`src/rtl/iram_access_ctrl_if.sv`:
```
// Monitor-side request/ack bus for the instruction-RAM access controller.
interface iram_access_ctrl_if #(
  parameter int ADR_W = 12
);
  logic             mon_req;
  logic             mon_we;
  logic [ADR_W-1:0] mon_adr;
  logic [31:0]      mon_wdata;
  logic             mon_ack;
  logic [31:0]      mon_rdata;

  modport master (
    output mon_req, mon_we, mon_adr, mon_wdata,
    input  mon_ack, mon_rdata
  );

  modport slave (
    input  mon_req, mon_we, mon_adr, mon_wdata,
    output mon_ack, mon_rdata
  );
endinterface

```
`src/rtl/iram_access_ctrl.sv`:
```
// Sequences monitor read/write access to the CPU instruction RAM: halt, drain,
// single RAM access, ack.
//
// state  | meaning
// IDLE   | no access; fetch owns the RAM
// HALT   | fetch stalled, draining the pipeline for DRAIN_CYC cycles
// ACC_W  | single-cycle RAM write pulse
// ACC_R  | RAM read port steered to the monitor address
// RD_CAP | read data returning from RAM, captured at end of cycle
// DONE   | one-cycle ack; a held request starts the next access without re-drain
module iram_access_ctrl #(
  parameter int ADR_W     = 12,
  parameter int DRAIN_CYC = 3
) (
  input  logic               clk,
  input  logic               rst_n,
  iram_access_ctrl_if.slave  mon,
  input  logic               cpu_run,
  output logic               cpu_halt_req,
  output logic               i_read_sel,
  output logic [ADR_W-1:0]   i_ram_radr,
  output logic [ADR_W-1:0]   i_ram_wadr,
  output logic [31:0]        i_ram_wdata,
  output logic               i_ram_wen,
  input  logic [31:0]        i_ram_rdata
);

  localparam int CNT_W = (DRAIN_CYC > 1) ? $clog2(DRAIN_CYC) : 1;
  localparam logic [CNT_W-1:0] CNT_LOAD = CNT_W'(DRAIN_CYC - 1);

  typedef enum logic [2:0] {
    IDLE   = 3'd0,
    HALT   = 3'd1,
    ACC_W  = 3'd2,
    ACC_R  = 3'd3,
    RD_CAP = 3'd4,
    DONE   = 3'd5
  } state_t;

  state_t           state_q, state_d;
  logic [CNT_W-1:0] cnt_q, cnt_d;
  logic             we_q, we_d;
  logic [ADR_W-1:0] adr_q, adr_d;
  logic [31:0]      wdata_q, wdata_d;
  logic [31:0]      rdata_q, rdata_d;
  logic             halt_q, halt_d;
  logic             read_sel_q, read_sel_d;
  logic             wen_q, wen_d;
  logic             ack_q, ack_d;

  always_comb begin
    state_d = state_q;
    cnt_d   = cnt_q;
    we_d    = we_q;
    adr_d   = adr_q;
    wdata_d = wdata_q;
    rdata_d = rdata_q;

    case (state_q)
      IDLE: begin
        if (mon.mon_req) begin
          we_d    = mon.mon_we;
          adr_d   = mon.mon_adr;
          wdata_d = mon.mon_wdata;
          if (cpu_run) begin
            state_d = HALT;
            cnt_d   = CNT_LOAD;
          end else begin
            state_d = mon.mon_we ? ACC_W : ACC_R;
          end
        end
      end
      HALT: begin
        if (cnt_q == '0) state_d = we_q ? ACC_W : ACC_R;
        else             cnt_d   = cnt_q - CNT_W'(1);
      end
      ACC_W:  state_d = DONE;
      ACC_R:  state_d = RD_CAP;
      RD_CAP: begin
        rdata_d = i_ram_rdata;
        state_d = DONE;
      end
      DONE: begin
        // pipeline is still halted, so a held request skips the drain
        if (mon.mon_req) begin
          we_d    = mon.mon_we;
          adr_d   = mon.mon_adr;
          wdata_d = mon.mon_wdata;
          state_d = mon.mon_we ? ACC_W : ACC_R;
        end else begin
          state_d = IDLE;
        end
      end
      default: state_d = IDLE;
    endcase

    halt_d     = (state_d != IDLE);
    read_sel_d = (state_d == ACC_R) || (state_d == RD_CAP);
    wen_d      = (state_d == ACC_W);
    ack_d      = (state_d == DONE);
  end

  always_ff @(posedge clk) begin
    if (!rst_n) begin
      state_q    <= IDLE;
      cnt_q      <= '0;
      we_q       <= 1'b0;
      adr_q      <= '0;
      wdata_q    <= '0;
      rdata_q    <= '0;
      halt_q     <= 1'b0;
      read_sel_q <= 1'b0;
      wen_q      <= 1'b0;
      ack_q      <= 1'b0;
    end else begin
      state_q    <= state_d;
      cnt_q      <= cnt_d;
      we_q       <= we_d;
      adr_q      <= adr_d;
      wdata_q    <= wdata_d;
      rdata_q    <= rdata_d;
      halt_q     <= halt_d;
      read_sel_q <= read_sel_d;
      wen_q      <= wen_d;
      ack_q      <= ack_d;
    end
  end

  // gating with rst_n keeps a write from committing on the reset edge
  assign i_ram_wen     = wen_q & rst_n;
  assign cpu_halt_req  = halt_q;
  assign i_read_sel    = read_sel_q;
  assign i_ram_radr    = adr_q;
  assign i_ram_wadr    = adr_q;
  assign i_ram_wdata   = wdata_q;
  assign mon.mon_ack   = ack_q;
  assign mon.mon_rdata = rdata_q;

endmodule
```
`src/flat_wrapper.sv`:
```
// flat-port wrapper written by rule: the top's interface ports become plain ports
module iram_access_ctrl_flat 
#(
  parameter int ADR_W     = 12,
  parameter int DRAIN_CYC = 3
)
  (clk, rst_n, cpu_run, cpu_halt_req, i_read_sel, i_ram_radr, i_ram_wadr, i_ram_wdata, i_ram_wen, i_ram_rdata, mon_mon_req, mon_mon_we, mon_mon_adr, mon_mon_wdata, mon_mon_ack, mon_mon_rdata);
  iram_access_ctrl_if #(.ADR_W(ADR_W)) mon_i ();
  input  logic clk;
  input  logic rst_n;
  input  logic cpu_run;
  output logic cpu_halt_req;
  output logic i_read_sel;
  output logic [ADR_W-1:0] i_ram_radr;
  output logic [ADR_W-1:0] i_ram_wadr;
  output logic [31:0] i_ram_wdata;
  output logic i_ram_wen;
  input  logic [31:0] i_ram_rdata;
  input wire logic [$bits(mon_i.mon_req)-1:0] mon_mon_req;
  input wire logic [$bits(mon_i.mon_we)-1:0] mon_mon_we;
  input wire logic [$bits(mon_i.mon_adr)-1:0] mon_mon_adr;
  input wire logic [$bits(mon_i.mon_wdata)-1:0] mon_mon_wdata;
  output wire logic [$bits(mon_i.mon_ack)-1:0] mon_mon_ack;
  output wire logic [$bits(mon_i.mon_rdata)-1:0] mon_mon_rdata;
  assign mon_i.mon_req = mon_mon_req;
  assign mon_i.mon_we = mon_mon_we;
  assign mon_i.mon_adr = mon_mon_adr;
  assign mon_i.mon_wdata = mon_mon_wdata;
  assign mon_mon_ack = mon_i.mon_ack;
  assign mon_mon_rdata = mon_i.mon_rdata;
  iram_access_ctrl #(.ADR_W(ADR_W), .DRAIN_CYC(DRAIN_CYC)) u_core (.clk(clk), .rst_n(rst_n), .mon(mon_i), .cpu_run(cpu_run), .cpu_halt_req(cpu_halt_req), .i_read_sel(i_read_sel), .i_ram_radr(i_ram_radr), .i_ram_wadr(i_ram_wadr), .i_ram_wdata(i_ram_wdata), .i_ram_wen(i_ram_wen), .i_ram_rdata(i_ram_rdata));
endmodule
```
`config.mk`:
```
export PLATFORM = sky130hd
export DESIGN_NAME = iram_access_ctrl_flat
export DESIGN_NICKNAME = d
export VERILOG_FILES = /design/src/rtl/iram_access_ctrl_if.sv /design/src/rtl/iram_access_ctrl.sv /design/src/flat_wrapper.sv
export SDC_FILE = /design/constraint.sdc
export NUM_CORES = 1
export LEC_CHECK = 0
export CAP_MARGIN = 30
export CORE_MARGIN = 4
export CORE_UTILIZATION = 39
export DETAILED_ROUTE_END_ITERATION = 12
export GPL_ROUTABILITY_DRIVEN = 0
export GPL_TIMING_DRIVEN = 1
export HOLD_SLACK_MARGIN = 0.1
export PLACE_DENSITY = 0.78
export SETUP_SLACK_MARGIN = 0.1
export SYNTH_ARGS = -nofsm -noshare
export SYNTH_HDL_FRONTEND = slang
export SYNTH_SLANG_ARGS = --single-unit
```
`constraint.sdc`:
```
create_clock -name clk -period 2.15 [get_ports clk]
set_input_delay 0.43 -clock clk [delete_from_list [all_inputs] [get_ports clk]]
set_output_delay 0.43 -clock clk [all_outputs]
set_load 0.1 [all_outputs]
```
==> results.py, run 1 <==
metrics = {
    "logic_synthesis": {
        "synth_area_leaders": "dfxtp_1 54%, nand2_1 19%, a21oi_1 13%",
        "yosysTopAreaCell": "dfxtp_1",
        "syn_nets": 481,
        "synth_edf_count": 0,
        "synth-main-ff-cell": "dfxtp_1",
        "synthArstFlopShare": 0,
        "syn_area_mm2": 0.00320,
        "synth_top_area_frac": 0.539,
        "ys_seq_area_frac": 0.539,
        "synthCells": 398,
        "synth_area_per_cell_um2": 8.03,
        "ys_warn_count": 0,
        "yosysUniqueCellTypes": 30,
        "ys_ff_latch": 86,
    },
    "floorplanning": {
        "coreArea_mm2": 0.00785,
        "ios": 173,
        "initial_core_util": 0.407,
        "dieArea_mm2": 0.00971,
        "die_y_um": 98.5,
        "die_w_um": 98.5,
        "rows": 32,
    },
    "placed_design": {
        "numPortBuffers": 172,
        "post-dp-hpwl_um": 6460,
        "placed_cells": 642,
        "placedInstanceArea_mm2": 0.00470,
    },
    "setup_path": {
        "crit_type": "in -> out",
        "cp_slowest_cell": "clkdlybuf4s50_1",
        "worstPathArrival_ns": 1.37,
        "r2r-start": "u_core.cnt_q[0]",
        "endpoint_kind": "primary output",
        "required_ns": 1.72,
        "cp-startpoint": "rst_n",
        "cp_max_fo": 5,
        "crit_family": "buffers and inverters",
        "cp_cell_sequence": "clkdlybuf4s50_1 -> and2_1 -> buf_12",
        "start_kind": "input pin",
        "max_stage_delay_ns": 0.55,
        "crit_buf_inv": 2,
    },
    "job": {
        "max_cap_violations": 0,
    },
    "timing": {
        "setup_tns_ns": 0,
        "fin_crit_sh": 0.839,
        "max_freq_mhz": 554,
        "setup_viol": 0,
        "slew_headroom": 0.703,
        "drv_slew": 0,
        "holdWs_ns": 0.456,
        "skew_ns": 0.0104,
        "fin_crit_ns": 1.80,
        "worstMarginPinSlew_ns": 0.446,
        "rsz0062_at_grt": "no",
        "finalHoldViolations": 0,
    },
    "clock_tree": {
        "cts_tree": "done",
        "clkSinkCount": 86,
        "post-cts-setup-buffer-count": 0,
        "cts_root_buf": "clkbuf_8",
        "clk_latency_ns": 0.35,
        "clockBufferDepth": 2,
        "cts_inserted_buffers": 9,
        "cts_resized": 0,
        "clk_pin_slew_ns": 0.08,
        "cts_hold_buf": 0,
        "cts-htree-levels": 3,
    },
    "power": {
        "power_density_mw_per_mm2": 1590,
        "vdd_drop_max_mv": 0.646,
        "p_leak_nw": 2.02,
    },
    "worst_hold_path": {
        "hold_path_startpoint": "u_core.i_ram_wdata[11]",
        "hold_class": "reg -> reg",
    },
    "grt": {
        "busiest_layer": "met2",
        "gr-usage-met3": 0.0743,
        "grt_pass1_wl_um": 14500,
        "grtUsageMet2": 0.310,
        "antenna_found_initial": 0,
        "grt_usage": 0.181,
        "grt_max_degree": 46,
        "grtUsageMet1": 0.203,
        "overflow": 0,
        "grt_pass1_vias": 3031,
    },
    "layout": {
        "area_growth_pct": 54.3,
        "finalNonFillerCells": 658,
        "final_common_cell": "nand2_1",
        "fin_util": 0.629,
        "nNetsFinal": 634,
        "n_antenna_cell": 0,
        "final_layout_size_suffix_gt1_frac": 0.219,
        "final_cell_mix": "158 x nand2_1, 97 x buf_4, 86 x dfxtp_1",
        "fin_area_mm2": 0.00493,
    },
    "status": {
        "status": "finished clean",
    },
    "drt": {
        "routed_wl_um": 8860,
        "via_per_inst": 4.74,
        "drc_errors": 0,
        "first_pass_iters": 6,
        "drt_iter0_markers": 61,
        "avgRoutedWirePerCell_um": 13.5,
        "vias": 3122,
        "ant_nets": 0,
    },
}
==> report_power, final <==
group          switching, mW  internal [mW]
registers              0.243           1.93
clock network          0.545          0.749
logic                   3.38          0.985
total                   4.17           3.66
==> cell type report <==
cell class              count  area [um2]
clock inverters             3        65.1
inverters                   5        18.8
clock buffers              13         169
flip-flops and latches     86        1720
well taps                 102         128
repair buffers            180        1590
fillers                   707        2920
multi-input cells         269        1240
==> metrics by stage <==
step	power, mW	worst slack [ns]
detailed placement	6.60	0.183
global route	8.21	0.305
global placement	6.54	0.212
finish	7.84	0.345
CTS	7.90	0.351
floorplan	5.71	0.347
==> worst min-delay path, stage by stage (launching register included) <==
cell and delay (ns):
dfxtp_1 0.31, nand2_1 0.05, a21oi_1 0.05
==> Yosys cell counts, types with 2 or more instances <==
cell,count
nor2_1,5
nand2_1,158
a211oi_1,3
buf_4,18
dfxtp_1,86
nor3b_1,2
ha_1,2
buf_2,4
clkbuf_1,11
a21oi_1,81
and2_1,2
inv_1,4
nor2b_1,2
buf_1,4
==> per-layer routing <==
| metal | up-vias | share of wire | routed length, um |
|---|---|---|---|
| met5 | - | 0 | 0 |
| met4 | 0 | 0.017 | 150 |
| met3 | 13 | 0.11 | 932 |
| met2 | 125 | 0.48 | 4270 |
| met1 | 1410 | 0.40 | 3500 |
| li1 | 1574 | - | - |
==> state kept, by name, indices dropped and copies added, names as in the netlist <==
| name | flops |
|---|---|
| u_core.mon.mon_ack | 1 |
| u_core.cpu_halt_req | 1 |
| u_core.cnt_q | 2 |
| u_core.i_read_sel | 1 |
| u_core.mon.mon_rdata | 32 |
| u_core.i_ram_wdata | 32 |
| u_core.i_ram_radr | 12 |
| u_core.wen_q | 1 |
| u_core.we_q | 1 |
| u_core.state_q | 3 |
==> path summary, 6_finish.rpt <==
check        cells past startpoint                      to  slack [ns]
max                              3               i_ram_wen        0.35
min reg2reg                      2  u_core.i_ram_wdata[11]        0.46
max reg2reg                      6       u_core.i_read_sel        0.46
min                              2  u_core.i_ram_wdata[11]        0.46
==> cell families after synthesis <==
| family | count (synthesis) | synth area share |
|---|---|---|
| flops | 86 | 0.539 |
| xor+xnor | 1 | 0.00274 |
| fa+ha+maj | 2 | 0.00783 |
| simple gates | 176 | 0.225 |
| buf+inv | 43 | 0.0755 |
| compound gates | 90 | 0.150 |
(Power assumes the default switching activity.)
==> inputs of run 2 (changes only) <==
==> constraint.sdc (replaced) <==
create_clock -name clk -period 1.85 [get_ports clk]
set_input_delay 0.37 -clock clk [delete_from_list [all_inputs] [get_ports clk]]
set_output_delay 0.37 -clock clk [all_outputs]
set_load 0.1 [all_outputs]
==> run 2 against run 1 <==
Effect of this change:
- critical path type is now reg -> reg
- register-to-register slack worse by 0.27 ns
- first-iteration DRC count up 110%
- sequential share of layout area down 6.1 points
- hold slack better by 0.0019 ns
- critical path depth rose by 3
- total power grew 31%
==> results.py, run 2 (synthesis gave the netlist of run 1 again) <==
metrics = {
    "status": {
        "status": "finished clean",
    },
    "timing": {
        "fin_crit_sh": 0.895,
        "slew_headroom": 0.716,
        "max_freq_mhz": 604,
        "skew_ns": 0.0105,
        "finalHoldViolations": 0,
        "fin_crit_ns": 1.66,
        "rsz0062_at_grt": "yes",
        "worstMarginPinSlew_ns": 0.425,
        "setup_viol": 0,
        "drv_slew": 0,
    },
    "setup_path": {
        "worstPathArrival_ns": 1.89,
        "start_kind": "flop",
        "reg2reg_depth": 6,
        "reg2reg_slack_ns": 0.19,
        "cp_cell_sequence": "inv_1 -> ha_2 -> nand2_1 -> or4b_4 -> a31o_1 -> and3_1",
        "endpoint_kind": "flop",
        "cp-startpoint": "u_core.cnt_q[0]",
        "max_stage_delay_ns": 0.46,
        "r2r-start": "u_core.cnt_q[0]",
        "crit_type": "reg -> reg",
        "r2r-end": "u_core.i_read_sel",
        "crit_end": "u_core.i_read_sel",
        "cp_max_fo": 4,
        "required_ns": 2.08,
        "cp_slowest_cell": "or4b_4",
    },
    "grt": {
        "grt_pass1_vias": 3249,
        "grt_usage": 0.198,
        "grt_max_degree": 46,
        "overflow": 0,
        "grt_pass1_wl_um": 15700,
        "antenna_found_initial": 0,
    },
    "drt": {
        "routed_wl_um": 9880,
        "ant_nets": 0,
        "avgRoutedWirePerCell_um": 15.0,
        "vias": 3261,
        "drt_iter0_markers": 131,
        "drc_errors": 0,
        "first_pass_iters": 5,
        "via_per_inst": 4.94,
    },
    "clock_tree": {
        "cts_tree": "done",
        "post-cts-setup-buffer-count": 0,
        "cts_inserted_buffers": 9,
        "cts_root_buf": "clkbuf_8",
        "cts_resized": 0,
        "clkSinkCount": 86,
        "cts_hold_buf": 0,
        "clk_latency_ns": 0.34,
        "cts-htree-levels": 3,
        "clockBufferDepth": 2,
        "clk_pin_slew_ns": 0.08,
    },
    "floorplanning": {
        "ios": 173,
        "coreArea_mm2": 0.00785,
        "die_y_um": 98.5,
        "dieArea_mm2": 0.00971,
        "rows": 32,
        "initial_core_util": 0.407,
        "die_w_um": 98.5,
    },
    "worst_hold_path": {
        "hold_path_startpoint": "u_core.we_q",
        "hold_class": "reg -> reg",
    },
    "layout": {
        "final_layout_size_suffix_gt1_frac": 0.231,
        "n_antenna_cell": 0,
        "fin_util": 0.763,
        "multi_input_area_mm2": 0.00125,
        "final_cell_mix": "158 x nand2_1, 86 x buf_12, 84 x dfxtp_1",
        "final_common_cell": "nand2_1",
        "ff_latch_area_mm2": 0.00172,
        "nNetsFinal": 637,
        "n_fill_cell": 534,
        "area_growth_pct": 87.4,
    },
    "power": {
        "combPwrFrac": 0.592,
        "power.switching_mw": 5.10,
        "p_leak_nw": 2.28,
        "power.share.sequential": 0.266,
        "p_total_mw": 10.2,
        "power_frac_clock": 0.142,
        "vdd_drop_max_mv": 0.800,
        "swShare": 0.498,
        "power_density_mw_per_mm2": 1710,
        "p_int_mw": 5.14,
    },
    "job": {
        "max_cap_violations": 0,
    },
    "placed_design": {
        "post-dp-hpwl_um": 7680,
        "numPortBuffers": 172,
    },
}
-- run 2: changes by cell type in the layout (fill, tap and decap cells not counted), sizes merged --
cell,previous run,this run
clkinv,1,2
clkbuf,13,11
buf,100,103
-- run 2: worst max-delay path, delay by kind of cell (launching register included) --
kind | cells | cell delay [ns]
flip-flops | 1 | 0.32
adder cells (fa/ha/maj) | 1 | 0.20
buffers and inverters | 1 | 0.07
AND/OR/NAND/NOR | 3 | 0.70
AO/OA/AOI/OAI | 1 | 0.25
-- run 2: metal layers --
| metal | vias to the layer above | global-route usage | wire, um |
|---|---|---|---|
| met5 | - | 0 | 0 |
| met4 | 0 | 0.0609 | 123 |
| met3 | 10 | 0.0793 | 1020 |
| met2 | 148 | 0.354 | 5080 |
| met1 | 1521 | 0.214 | 3660 |
| li1 | 1582 | - | - |
-- run 2: how the worst min path moves through the flow --
stage,end,slack (ns),depth (start not counted)
global placement,u_core.i_ram_wdata[1],0.44,2
floorplan,u_core.we_q,0.44,2
global route,u_core.we_q,0.48,2
finish,u_core.we_q,0.46,2
detailed placement,u_core.we_q,0.45,2
CTS,u_core.we_q,0.46,2
-- run 2: layout make-up --
class,count,area share
Inverter,5,0.00313
Tap cell,102,0.0213
Multi-Input combinational cell,269,0.208
Timing Repair Buffer,183,0.442
Clock inverter,4,0.0117
Clock buffer,11,0.0253
Sequential cell,86,0.288
-- run 2: power groups by stage --
stage,sequential (mW),clock (mW),combinational (mW)
after floorplan,4.89,0,1.75
after global placement,2.73,0,5.99
after detailed placement,2.77,0,6.08
after CTS,2.72,1.49,6.09
after global routing,2.77,1.57,6.31
final,2.72,1.45,6.07
-- run 2: stage by stage --
stage	cells	TNS [ns]	cell area [um2]	hold WS [ns]	setup WS, ns
finish	660	0	5990	0.458	0.193
global route	660	0	5990	0.480	0.0976
CTS	660	0	5980	0.459	0.136
detailed placement	645	-0.496	5760	0.447	-0.0857
global placement	645	-0.0551	5760	0.445	-0.0461
floorplan	398	0	3200	0.437	0.107
